### config.mk
export PLATFORM = sky130hd
export DESIGN_NAME = quadratic_root_solver_flat
export DESIGN_NICKNAME = d
export VERILOG_FILES = /design/src/rtl/quadratic_root_solver_if.sv /design/src/rtl/quadratic_root_solver.sv /design/src/flat_wrapper.sv
export SDC_FILE = /design/constraint.sdc
export NUM_CORES = 1
export LEC_CHECK = 0
export ABC_AREA = 1
export BUFFER_PORTS_ARGS = -buffer_cell sky130_fd_sc_hd__buf_2
export CAP_MARGIN = 20
export CORE_MARGIN = 2
export CORE_UTILIZATION = 59
export CTS_CLUSTER_SIZE = 28
export DETAILED_ROUTE_END_ITERATION = 6
export PLACE_DENSITY = 0.77
export SLEW_MARGIN = 20
export SYNTH_ARGS = -nofsm -noshare
export SYNTH_HDL_FRONTEND = slang
export SYNTH_SLANG_ARGS = --single-unit
### constraint.sdc
create_clock -name clk -period 6.4 [get_ports clk]
set_clock_uncertainty 0.15 [all_clocks]
set_input_delay 1.28 -clock clk [delete_from_list [all_inputs] [get_ports clk]]
set_output_delay 1.28 -clock clk [all_outputs]
set_load 0.02 [all_outputs]
### src/rtl/quadratic_root_solver_if.sv
// Request/response bundle for the quadratic root solver: the operand
// request (enable, start, coefficients, target) and the result
// (busy, done, found, exact, x_out).
interface quadratic_root_solver_if #(
  parameter int DW = 8,
  parameter int YW = 3*DW
);
  logic          enable;
  logic          start;
  logic [DW-1:0] in_a;
  logic [DW-1:0] in_b;
  logic [DW-1:0] in_c;
  logic [YW-1:0] in_y;
  logic          busy;
  logic          done;
  logic          found;
  logic          exact;
  logic [DW-1:0] x_out;

  modport master (
    output enable, start, in_a, in_b, in_c, in_y,
    input  busy, done, found, exact, x_out
  );

  modport slave (
    input  enable, start, in_a, in_b, in_c, in_y,
    output busy, done, found, exact, x_out
  );
endinterface

### src/rtl/quadratic_root_solver.sv
// Floor root of a*x^2 + b*x + c <= y by MSB-first binary search.
// Each trial bit takes two cycles through a Horner evaluator:
// EVAL1 registers R = a*t + b, and EVAL2 forms P = R*t + c and compares it with y.
// YW is wide enough for the largest P, so the comparison never wraps.
module quadratic_root_solver #(
  parameter int DW = 8,
  parameter int YW = 3*DW
) (
  input  logic                   clk,
  input  logic                   reset,
  quadratic_root_solver_if.slave bus
);
  localparam int BW = (DW > 1) ? $clog2(DW) : 1;
  localparam int RW = 2*DW + 1;

  typedef enum logic [1:0] {IDLE, CHECK, EVAL1, EVAL2} state_t;

  state_t        state_q, state_d;
  logic [DW-1:0] a_q, b_q, c_q;
  logic [YW-1:0] y_q;
  logic [DW-1:0] x_acc;
  logic          exact_acc;
  logic [BW-1:0] bit_q;
  logic [RW-1:0] r_q;
  logic          busy_q, done_q, found_q, exact_q;
  logic [DW-1:0] x_q;

  logic [DW-1:0] t;
  logic [RW-1:0] r_nxt;
  logic [YW-1:0] p_nxt;
  logic          p_le, p_eq, c_gt_y, last;

  // Trial value and the Horner stages, all computed at full width
  always_comb begin
    t      = x_acc | (DW'(1) << bit_q);
    r_nxt  = RW'(a_q) * RW'(t) + RW'(b_q);
    p_nxt  = YW'(r_q) * YW'(t) + YW'(c_q);
    p_le   = (p_nxt <= y_q);
    p_eq   = (p_nxt == y_q);
    c_gt_y = (YW'(c_q) > y_q);
    last   = (bit_q == '0);
  end

  // Next-state logic
  always_comb begin
    state_d = state_q;
    case (state_q)
      IDLE:    if (bus.start) state_d = CHECK;
      CHECK:   state_d = c_gt_y ? IDLE : EVAL1;
      EVAL1:   state_d = EVAL2;
      EVAL2:   state_d = last ? IDLE : EVAL1;
      default: state_d = IDLE;
    endcase
  end

  // State register; holds while enable is low
  always_ff @(posedge clk or negedge reset) begin
    if (!reset)          state_q <= IDLE;
    else if (bus.enable) state_q <= state_d;
  end

  // Operand latch, search accumulator and result registers
  always_ff @(posedge clk or negedge reset) begin
    if (!reset) begin
      a_q       <= '0;
      b_q       <= '0;
      c_q       <= '0;
      y_q       <= '0;
      x_acc     <= '0;
      exact_acc <= 1'b0;
      bit_q     <= '0;
      r_q       <= '0;
      busy_q    <= 1'b0;
      done_q    <= 1'b0;
      found_q   <= 1'b0;
      exact_q   <= 1'b0;
      x_q       <= '0;
    end else if (bus.enable) begin
      done_q <= 1'b0;
      case (state_q)
        IDLE: if (bus.start) begin
          a_q    <= bus.in_a;
          b_q    <= bus.in_b;
          c_q    <= bus.in_c;
          y_q    <= bus.in_y;
          x_acc  <= '0;
          bit_q  <= BW'(DW-1);
          busy_q <= 1'b1;
        end
        CHECK: begin
          if (c_gt_y) begin
            // Even x=0 overshoots: no root
            found_q <= 1'b0;
            x_q     <= '0;
            exact_q <= 1'b0;
            done_q  <= 1'b1;
            busy_q  <= 1'b0;
          end else begin
            exact_acc <= (YW'(c_q) == y_q);
          end
        end
        EVAL1: r_q <= r_nxt;
        EVAL2: begin
          if (p_le) begin
            x_acc     <= t;
            exact_acc <= p_eq;
          end
          if (last) begin
            x_q     <= p_le ? t : x_acc;
            exact_q <= p_le ? p_eq : exact_acc;
            found_q <= 1'b1;
            done_q  <= 1'b1;
            busy_q  <= 1'b0;
          end else begin
            bit_q <= bit_q - BW'(1);
          end
        end
        default: ;
      endcase
    end
  end

  assign bus.busy  = busy_q;
  assign bus.done  = done_q;
  assign bus.found = found_q;
  assign bus.exact = exact_q;
  assign bus.x_out = x_q;
endmodule

### src/flat_wrapper.sv
// flat-port wrapper written by rule: the top's interface ports become plain ports
module quadratic_root_solver_flat 
#(
  parameter int DW = 8,
  parameter int YW = 3*DW
)
  (clk, reset, bus_enable, bus_start, bus_in_a, bus_in_b, bus_in_c, bus_in_y, bus_busy, bus_done, bus_found, bus_exact, bus_x_out);
  quadratic_root_solver_if #(.DW(DW), .YW(YW)) bus_i ();
  input  logic clk;
  input  logic reset;
  input wire logic [$bits(bus_i.enable)-1:0] bus_enable;
  input wire logic [$bits(bus_i.start)-1:0] bus_start;
  input wire logic [$bits(bus_i.in_a)-1:0] bus_in_a;
  input wire logic [$bits(bus_i.in_b)-1:0] bus_in_b;
  input wire logic [$bits(bus_i.in_c)-1:0] bus_in_c;
  input wire logic [$bits(bus_i.in_y)-1:0] bus_in_y;
  output wire logic [$bits(bus_i.busy)-1:0] bus_busy;
  output wire logic [$bits(bus_i.done)-1:0] bus_done;
  output wire logic [$bits(bus_i.found)-1:0] bus_found;
  output wire logic [$bits(bus_i.exact)-1:0] bus_exact;
  output wire logic [$bits(bus_i.x_out)-1:0] bus_x_out;
  assign bus_i.enable = bus_enable;
  assign bus_i.start = bus_start;
  assign bus_i.in_a = bus_in_a;
  assign bus_i.in_b = bus_in_b;
  assign bus_i.in_c = bus_in_c;
  assign bus_i.in_y = bus_in_y;
  assign bus_busy = bus_i.busy;
  assign bus_done = bus_i.done;
  assign bus_found = bus_i.found;
  assign bus_exact = bus_i.exact;
  assign bus_x_out = bus_i.x_out;
  quadratic_root_solver #(.DW(DW), .YW(YW)) u_core (.clk(clk), .reset(reset), .bus(bus_i));
endmodule
# == Word-level counts from Yosys, hierarchy flattened ==
# Index checks and enable logic that the tools add are counted.
# Widths: inputs -> output; s select.
# op_classes
bitwise_logic,1
n_shift,1
n_eq_ne,10
mul,2
n_lt_le_gt_ge,2
div_mod_pow,0
muxes,27
n_reduce_logical,13
n_addsub,3
# ops
cell,n
$mux 8,4
$pmux 8 s2,2
$add 24x8->24,1
$eq 24x24->1,1
$eq 8x24->1,1
$gt 8x24->1,1
$le 24x24->1,1
$mul 17x8->24,1
$add 16x8->17,1
$mul 8x8->16,1
$mux 1,9
$reduce_and 3->1,3
$or 8x8->8,1
$pmux 1 s2,4
$pmux 2 s4,1
$reduce_and 4->1,2
$shl 1x3->8 const A,1
$mux 2,3
$mux 3,2
$ne 2x2->1 const B,3
$pmux 3 s2,1
$reduce_and 5->1,1
$eq 2x2->1 const B,2
$ne 2x1->1 const B,2
8 further kinds,10
# word_totals
rom_bits,0
mem_count,0
latch_bits,0
reg_bits,91
out_inout_bits,12
mem_bits_rw,0
elab_cells,73

# == Longest topological paths before layout ==
# Gate-level depths: netlist (run 1).
# logic_depth
depth_word,8
ltp_mapped,36

# == Least setup slack after synthesis (run 1) ==
# OpenSTA, ideal clock, no wires.
# synth_path
path_type,register -> register
start,reg u_core.bit_q[0]
end,reg u_core.exact_acc
t_arrival_ps,5672
slack_ps,501
t_required_ps,6173
path_stages_with_launch,35
path_cell_list,dfrtp_1 -> inv_1 -> ha_1 -> nand2_1 -> nand2_1 -> inv_1 -> buf_1 -> nor2_1 -> fa_1 -> inv_1 -> fa_1 -> inv_1 -> fa_1 -> inv_1 -> fa_1 -> inv_1 -> ha_1 -> nand2_1 -> nor2_1 -> nand2_1 -> inv_1 -> nand4_1 -> o211ai_1 -> xor2_1 -> ha_1 -> nand2_1 -> nor2_1 -> nand2_1 -> nor2_2 -> nand2_1 -> nand3_2 -> nand2_1 -> nand2_1 -> nand2_1 -> a21oi_1
# synth_via
elab_chain_len,7
word_cells_on_any_way,8
# synth_rtl
element,line_no,source
"start, declared",quadratic_root_solver.sv:23,logic [BW-1:0] bit_q;
"start signal, assigned",quadratic_root_solver.sv:87,bit_q <= BW'(DW-1);
"start signal, assigned",quadratic_root_solver.sv:115,bit_q <= bit_q - BW'(1);
$shl 1x3->8 (*),quadratic_root_solver.sv:35,t = x_acc | (DW'(1) << bit_q);
$or 8x8->8 (*),quadratic_root_solver.sv:35,
$mul 17x8->24 (*),quadratic_root_solver.sv:37,p_nxt = YW'(r_q) * YW'(t) + YW'(c_q);
$add 24x8->24 (*),quadratic_root_solver.sv:37,
$le 24x24->1 / $eq 24x24->1 (equally long branches),"quadratic_root_solver.sv:38, quadratic_root_solver.sv:39",
$mux 1 (*),n/a,
$pmux 1 s2 (*),quadratic_root_solver.sv:80,case (state_q)
"end signal, assigned",quadratic_root_solver.sv:99,exact_acc <= (YW'(c_q) == y_q);
"end signal, assigned",quadratic_root_solver.sv:106,exact_acc <= p_eq;
"end, declared",quadratic_root_solver.sv:22,logic exact_acc;
# Every way passes the cells marked *; elsewhere a longest branch is shown, timed or not.
# A chain may end at the register's enable or synchronous reset.

# == Final worst setup path (run 1) ==
# layout_path
start,reg u_core.bit_q[1]
end,reg u_core.x_acc[5]
# layout_via
elab_chain_len,7
# layout_rtl
element,line_no,source
$shl 1x3->8 (*),quadratic_root_solver.sv:35,
$or 8x8->8 (*),quadratic_root_solver.sv:35,
$mul 17x8->24,quadratic_root_solver.sv:37,
$add 24x8->24,quadratic_root_solver.sv:37,
$le 24x24->1,quadratic_root_solver.sv:38,p_le = (p_nxt <= y_q);
$mux 8 (*),n/a,
$pmux 8 s2 (*),quadratic_root_solver.sv:80,
"end signal, assigned",quadratic_root_solver.sv:105,x_acc <= t;
"end, declared",quadratic_root_solver.sv:21,logic [DW-1:0] x_acc;
# Marks and branches as above.

==> reports/metrics.csv, run 1 <==
stage,metric,value,unit
timing,max_freq,158,MHz
critical_path,cp-end-kind,flop,
critical_path,cp.required,6450,ps
clock_network,path_clk_slew,70,ps
logic_synthesis,synth_edf_count,0,
logic_synthesis,yosysSeqAreaShare,20.0,%
placement,portBuffers,63,
logic_synthesis,async_flop_share,100,%
grt,grt_usage,28.5,%
detailed_routing,drtIter0Drc,761,
cells_and_area,fillers,1462,
critical_path,critPathMaxFanout,6,
die,start_util,60.5,%
logic_synthesis,yosysTopAreaCell,fa_1,
clock_network,worstSkewPairLatency,360,ps
run_status,outcome,finished clean,
placement,dp_hpwl,21700,um
die,rows,50,
critical_path,critPathMaxStageDelay,550,ps
detailed_routing,ant_nets,0,
timing,drv_slew,0,
clock_network,h-tree-depth,3,
timing,tightest_slew,990,ps
timing,setup_viol,0,
die,ios,64,
detailed_routing,vias,9825,
clock_network,numCtsBuffers,9,
grt,first_global_vias,9944,
detailed_routing,wl_per_cell,16.0,um
placement,gp_congestion,0.947,
timing,min_period_over_period,98.8,%
grt,grt_pass1_wl,46000,um
timing,max_slew_margin,34.0,%
logic_synthesis,synthFlopType,dfrtp_1,
clock_network,cts_tree,done,
logic_synthesis,yosys-top-cells-area,"fa_1, dfrtp_1, ha_1",
cells_and_area,utilization,70.8,%
clock_network,cts-root-buf,clkbuf_16,
logic_synthesis,yosys_warnings,0,
die,die_w,143,um
grt,antenna_found_initial,0,
logic_synthesis,synth_cell_types,40,
die,die_h,143,um
hold_path,hold_class,flop to flop,
cells_and_area,nNetsFinal,1872,
critical_path,crit_type,flop to flop,
clock_network,cts.sinks,91,
cells_and_area,diodes,0,
timing,finalCriticalPeriod,6320,ps
detailed_routing,dr.pass1.iters,6,
timing,finalHoldViolations,0,
critical_path,worstPathArrival,6370,ps
detailed_routing,routed_wl,29000,um
job,cap_violations,0,
cells_and_area,drive_gt1_share,16.7,%
grt,grt_remaining_overflow,0,
logic_synthesis,syn_nets,1768,
logic_synthesis,synth_area,0.0114,mm2
logic_synthesis,netlist.area_leader.share,24.8,%
critical_path,crit_path_frequent_cell,nand2_1,
critical_path,startpoint_type,flop,
clock_network,clk_path_buf_depth,2,
detailed_routing,drc,0,
cells_and_area,area_growth,16.9,%
critical_path,cp_slowest_cell,fa_1,
die,design.die.area,0.0204,mm2
logic_synthesis,syn_inst,1446,
grt,grt_max_degree,95,
logic_synthesis,avgSynthCellArea,7.88,um2
detailed_routing,viasPerCell,5.41,
logic_synthesis,synth_seq_cells,91,
die,core_region_area,0.0188,mm2
==> cell families (layout without fill, tap and decap cells) <==
kind of cell             after synthesis  in the layout  synth area share [%]
AO/OA/AOI/OAI                        173            173                  8.16
XOR/XNOR                              29             29                  2.23
adder cells (fa/ha/maj)              270            270                  38.9
buffers and inverters                350            458                  11.8
flip-flops                            91             91                  20.0
AND/OR/NAND/NOR                      533            534                  19.0
==> final timing paths <==
path	endpoint	cells past startpoint	slack, ps	from
min in group asynchronous	u_core.y_q[1]	1	680	reset
setup reg to reg	u_core.x_acc[5]	29	80	u_core.bit_q[1]
max in group asynchronous	u_core.a_q[7]	2	4290	reset
hold reg to reg	u_core.r_q[10]	2	330	u_core.r_q[10]
setup / recovery	u_core.x_acc[5]	29	80	u_core.bit_q[1]
hold / removal	u_core.r_q[10]	2	330	u_core.r_q[10]
==> state kept, by name (all words and copies together), names as in the netlist <==
register and cells:
u_core.bus.done 1, u_core.a_q 8, u_core.r_q 17, u_core.bus.found 1
u_core.b_q 8, u_core.exact_acc 1, u_core.bit_q 3, u_core.bus.exact 1
u_core.bus.busy 1, u_core.x_acc 8, u_core.y_q 24, u_core.c_q 8
u_core.bus.x_out 8, u_core.state_q 2
==> worst max-delay path, delay by kind of cell, from the launching register on <==
| kind | cells | cell delay (ps) |
|---|---|---|
| compound gates | 4 | 500 |
| simple gates | 14 | 1670 |
| fa+ha+maj | 7 | 2890 |
| xor+xnor | 1 | 170 |
| flops | 1 | 430 |
| buf+inv | 3 | 340 |
==> metal layers <==
layer  GRT usage [%]  vias up  routed length, um
met5               0        -                  0
met4            9.74        0               1100
met3            3.82       85               1750
met2            49.6      375              14200
met1            36.6     4749              12000
li1                -     4616                  -
==> area by class of cell <==
type	instances	area, um2	share of cell area (%)
clock buffers	12	256	1.92
repair inverters	1	7.51	0.0563
repair buffers	124	862	6.47
flip-flops and latches	91	2280	17.1
clock inverters	4	56.3	0.422
multi-input cells	1006	8340	62.6
inverters	317	1200	9.04
well taps	260	325	2.44
==> timing repair <==
action | in CTS | in global routing
gates resized for setup | 12 | 137
endpoints found under the setup margin | 18 | 18
gates cloned | 0 | 3
hold buffers | 0 | 0
pin swaps | 1 | 43
buffers inserted | 5 | 17
==> per-stage QoR <==
stage | instances | hold slack [ps] | cell area [um2] | TNS [ps] | setup slack, ps
floorplan | 1446 | 303 | 11400 | 0 | 501
global placement | 1774 | 312 | 12200 | 0 | 57.7
detailed placement | 1774 | 310 | 12200 | -688 | -81.1
CTS | 1795 | 334 | 12600 | 0 | 1.91
global route | 1815 | 376 | 13300 | -1850 | -144
finish | 1815 | 332 | 13300 | 0 | 78.2
==> cell usage in the layout (no fill, tap or decap), types with 3 or more instances in the layout <==
| cell type | Yosys | layout |
|---|---|---|
| inv_1 | 309 | 299 |
| o21ai_0 | 89 | 82 |
| fa_1 | 141 | 139 |
| o21ai_2 | 2 | 4 |
| buf_2 | 16 | 62 |
| nand2_1 | 295 | 275 |
| buf_4 | 0 | 53 |
| nand2_4 | 0 | 5 |
| buf_6 | 1 | 3 |
| ha_1 | 129 | 113 |
| nand3b_1 | 5 | 5 |
| a21oi_1 | 53 | 35 |
| clkbuf_16 | 0 | 10 |
| a21oi_4 | 0 | 6 |
| o21ai_4 | 0 | 3 |
| nand3_4 | 1 | 3 |
| dfrtp_1 | 91 | 91 |
| nor2_2 | 2 | 18 |
| nor3_1 | 4 | 3 |
| buf_12 | 0 | 4 |
| a21o_1 | 6 | 6 |
| o21ai_1 | 9 | 11 |
| nand2_2 | 4 | 19 |
| nand3_1 | 34 | 34 |
| nor2_4 | 0 | 4 |
| a21oi_2 | 2 | 14 |
| clkinvlp_4 | 0 | 5 |
| xnor2_1 | 10 | 10 |
| nor2_1 | 169 | 149 |
| nand4_1 | 13 | 13 |
| ha_4 | 0 | 14 |
| xor2_1 | 19 | 18 |
| inv_2 | 8 | 14 |
==> Yosys cell counts (all sizes together), types with 4 or more instances <==
master and number:
o21ai 100, nand3 38, nand3b 5, a21oi 55, nor3 4, xor2 19, a21o 6, inv 317
dfrtp 91, nor2 171, xnor2 10, ha 129, fa 141, nand4 13, nand2 299, clkbuf 12
buf 21
Power of run 1 is left out: the tool's default activity adds up to more than one toggle a clock period on the data nets, which glitch-free logic cannot reach.
==> run 2, diff against run 1 <==
--- a/config.mk
+++ b/config.mk
@@ -9,10 +9,10 @@
 export BUFFER_PORTS_ARGS = -buffer_cell sky130_fd_sc_hd__buf_2
 export CAP_MARGIN = 20
 export CORE_MARGIN = 2
-export CORE_UTILIZATION = 59
+export CORE_UTILIZATION = 40
 export CTS_CLUSTER_SIZE = 28
 export DETAILED_ROUTE_END_ITERATION = 6
-export PLACE_DENSITY = 0.77
+export PLACE_DENSITY = 0.56
 export SLEW_MARGIN = 20
 export SYNTH_ARGS = -nofsm -noshare
 export SYNTH_HDL_FRONTEND = slang
==> run 2 against run 1 <==
  * Die area rose by 46%
  * Worst setup slack better by 150 ps
  * Fmax up 2.5%
  * Count of clock-buffer cells in the layout fell by 2
  * First-iteration DRC count fell by 29%
  * Non-clock buffer count is 3 higher
  * Hold slack lost 6.6 ps
  * Utilization decreased by 22 points
  * Final cell count rose by 6.7%
  * Global-route usage is 8.8 points lower
  * Sequential cell count stayed put
  * Critical endpoint is now u_core.x_acc[7]
  * Largest cell class unchanged
==> reports/metrics.csv, run 2 (synthesis results as in run 1) <==
stage,metric,value,unit,change
cells_and_area,final_area,0.0136,mm2,was 0.0133 mm2
clock_network,cts.sinks,91,,unchanged
cells_and_area,final_cell_mix,"inv_1, nand2_1, nor2_1",,unchanged
cells_and_area,top_regs,"u_core.y_q (24), u_core.r_q (17)",,unchanged
die,ios,64,,unchanged
critical_path,cp.required,6440,ps,was 6450 ps
cells_and_area,multi_input_area,0.00836,mm2,was 0.00834 mm2
cells_and_area,fin_cells,1936,,was 1815
clock_network,cts_tree,done,,unchanged
detailed_routing,dr.pass1.iters,7,,was 6
run_status,outcome,finished clean,,unchanged
critical_path,critPathMaxFanout,5,,was 6
die,die_h,173,um,was 143 um
clock_network,worstSkewPairLatency,360,ps,about the same
placement,dp_hpwl,23300,um,was 21700 um
clock_network,clk_path_buf_depth,2,,unchanged
cells_and_area,top_register,u_core.y_q,,unchanged
die,rows,61,,was 50
cells_and_area,largest_reg_flops,24,,unchanged
die,design.die.area,0.0299,mm2,was 0.0204 mm2
placement,portBuffers,63,,unchanged
detailed_routing,drtIter0Drc,537,,was 761
clock_network,h-tree-depth,3,,unchanged
timing,drv_slew,0,,unchanged
detailed_routing,routed_wl,29300,um,was 29000 um
grt,grt_remaining_overflow,0,,unchanged
timing,finalCriticalPeriod,6170,ps,was 6320 ps
detailed_routing,wl_per_cell,15.1,um,was 16.0 um
grt,grt_pass1_wl,47800,um,was 46000 um
job,cap_violations,0,,unchanged
timing,tightest_slew,1020,ps,was 990 ps
grt,first_global_vias,9641,,was 9944
placement,gp_congestion,0.899,,was 0.947
grt,grt_usage,19.7,%,was 28.5%
timing,finalHoldViolations,0,,unchanged
clock_network,cts-root-buf,clkbuf_16,,unchanged
cells_and_area,nNetsFinal,1875,,was 1872
critical_path,crit_type,flop to flop,,unchanged
critical_path,critPathMaxStageDelay,550,ps,about the same
detailed_routing,drc,0,,unchanged
cells_and_area,diodes,0,,unchanged
die,core_region_area,0.0279,mm2,was 0.0188 mm2
cells_and_area,drive_gt1_share,16.6,%,was 16.7%
cells_and_area,fillers,2792,,was 1462
detailed_routing,vias,9407,,was 9825
clock_network,numCtsBuffers,9,,unchanged
clock_network,path_clk_slew,70,ps,about the same
grt,grt_max_degree,95,,unchanged
timing,max_slew_margin,31.8,%,was 34.0%
critical_path,worstPathArrival,6210,ps,was 6370 ps
cells_and_area,area_growth,18.9,%,was 16.9%
critical_path,crit_path_frequent_cell,fa_1,,was nand2_1
placement,place_area,0.0124,mm2,was 0.0122 mm2
cells_and_area,layout.cells.most_common,inv_1,,unchanged
detailed_routing,ant_nets,0,,unchanged
timing,min_period_over_period,96.4,%,was 98.8%
cells_and_area,seq_area,0.00228,mm2,about the same
placement,dp_cells,1893,,was 1774
grt,antenna_found_initial,0,,unchanged
critical_path,cp_slowest_cell,fa_1,,unchanged
timing,setup_viol,0,,unchanged
hold_path,hold_class,flop to flop,,unchanged
critical_path,cp-end-kind,flop,,unchanged
detailed_routing,viasPerCell,4.86,,was 5.41
die,die_w,173,um,was 143 um
critical_path,startpoint_type,flop,,unchanged
die,start_util,40.8,%,was 60.5%
timing,max_freq,162,MHz,was 158 MHz
[run 2: area by class of cell]
class                   instances  area share [%]
multi-input cells            1006            61.6
inverters                     317            8.91
clock inverters                 6           0.692
well taps                     378            3.49
clock buffers                  10            1.76
repair buffers                127            6.65
repair inverters                1          0.0554
flip-flops and latches         91            16.8
[run 2: final timing paths]
kind,depth (start not counted),startpoint,endpoint,slack (ps)
min in group asynchronous,1,reset,u_core.y_q[1],680
worst min-delay path,2,u_core.bus.x_out[1],u_core.bus.x_out[1],320
max in group asynchronous,2,reset,u_core.bit_q[0],4220
worst max-delay path,29,u_core.bit_q[0],u_core.x_acc[7],230
worst min register to register,2,u_core.bus.x_out[1],u_core.bus.x_out[1],320
worst max register to register,29,u_core.bit_q[0],u_core.x_acc[7],230
[run 2: repair_timing]
action,CTS,global route
hold buffers,0,0
cloned,1,1
gates resized for setup,48,109
setup endpoints to repair,18,18
pin swaps,5,40
buffers inserted,4,21
[run 2: layer usage]
metal	wire length, um	GRT usage, %	up-vias
li1	-	-	4614
met1	13800	26.5	4578
met2	14200	33.9	177
met3	780	2.02	38
met4	586	4.98	0
met5	0	0	-
[run 2: per-stage QoR]
step | worst slack [ps] | util [%] | TNS [ps] | hold WS (ps)
after floorplan | 501 | - | 0 | 303
after global placement | -253 | 44.3 | -3930 | 312
after detailed placement | -348 | 44.3 | -5390 | 310
after CTS | 18.5 | 46.3 | 0 | 329
final | 231 | 48.5 | 0 | 325
after global routing | -38.9 | 48.5 | -138 | 370
[run 2: worst max-delay path, delay by kind of cell (launching register included)]
kind	cells	cell delay [ps]
adders and majority gates	7	2800
and+or+nand+nor	11	1290
xor gates and xnor gates	1	160
DFF	1	450
buffers and inverters	6	610
AOI/OAI and AO/OA	4	560
Power of run 2 is left out for the same reason.
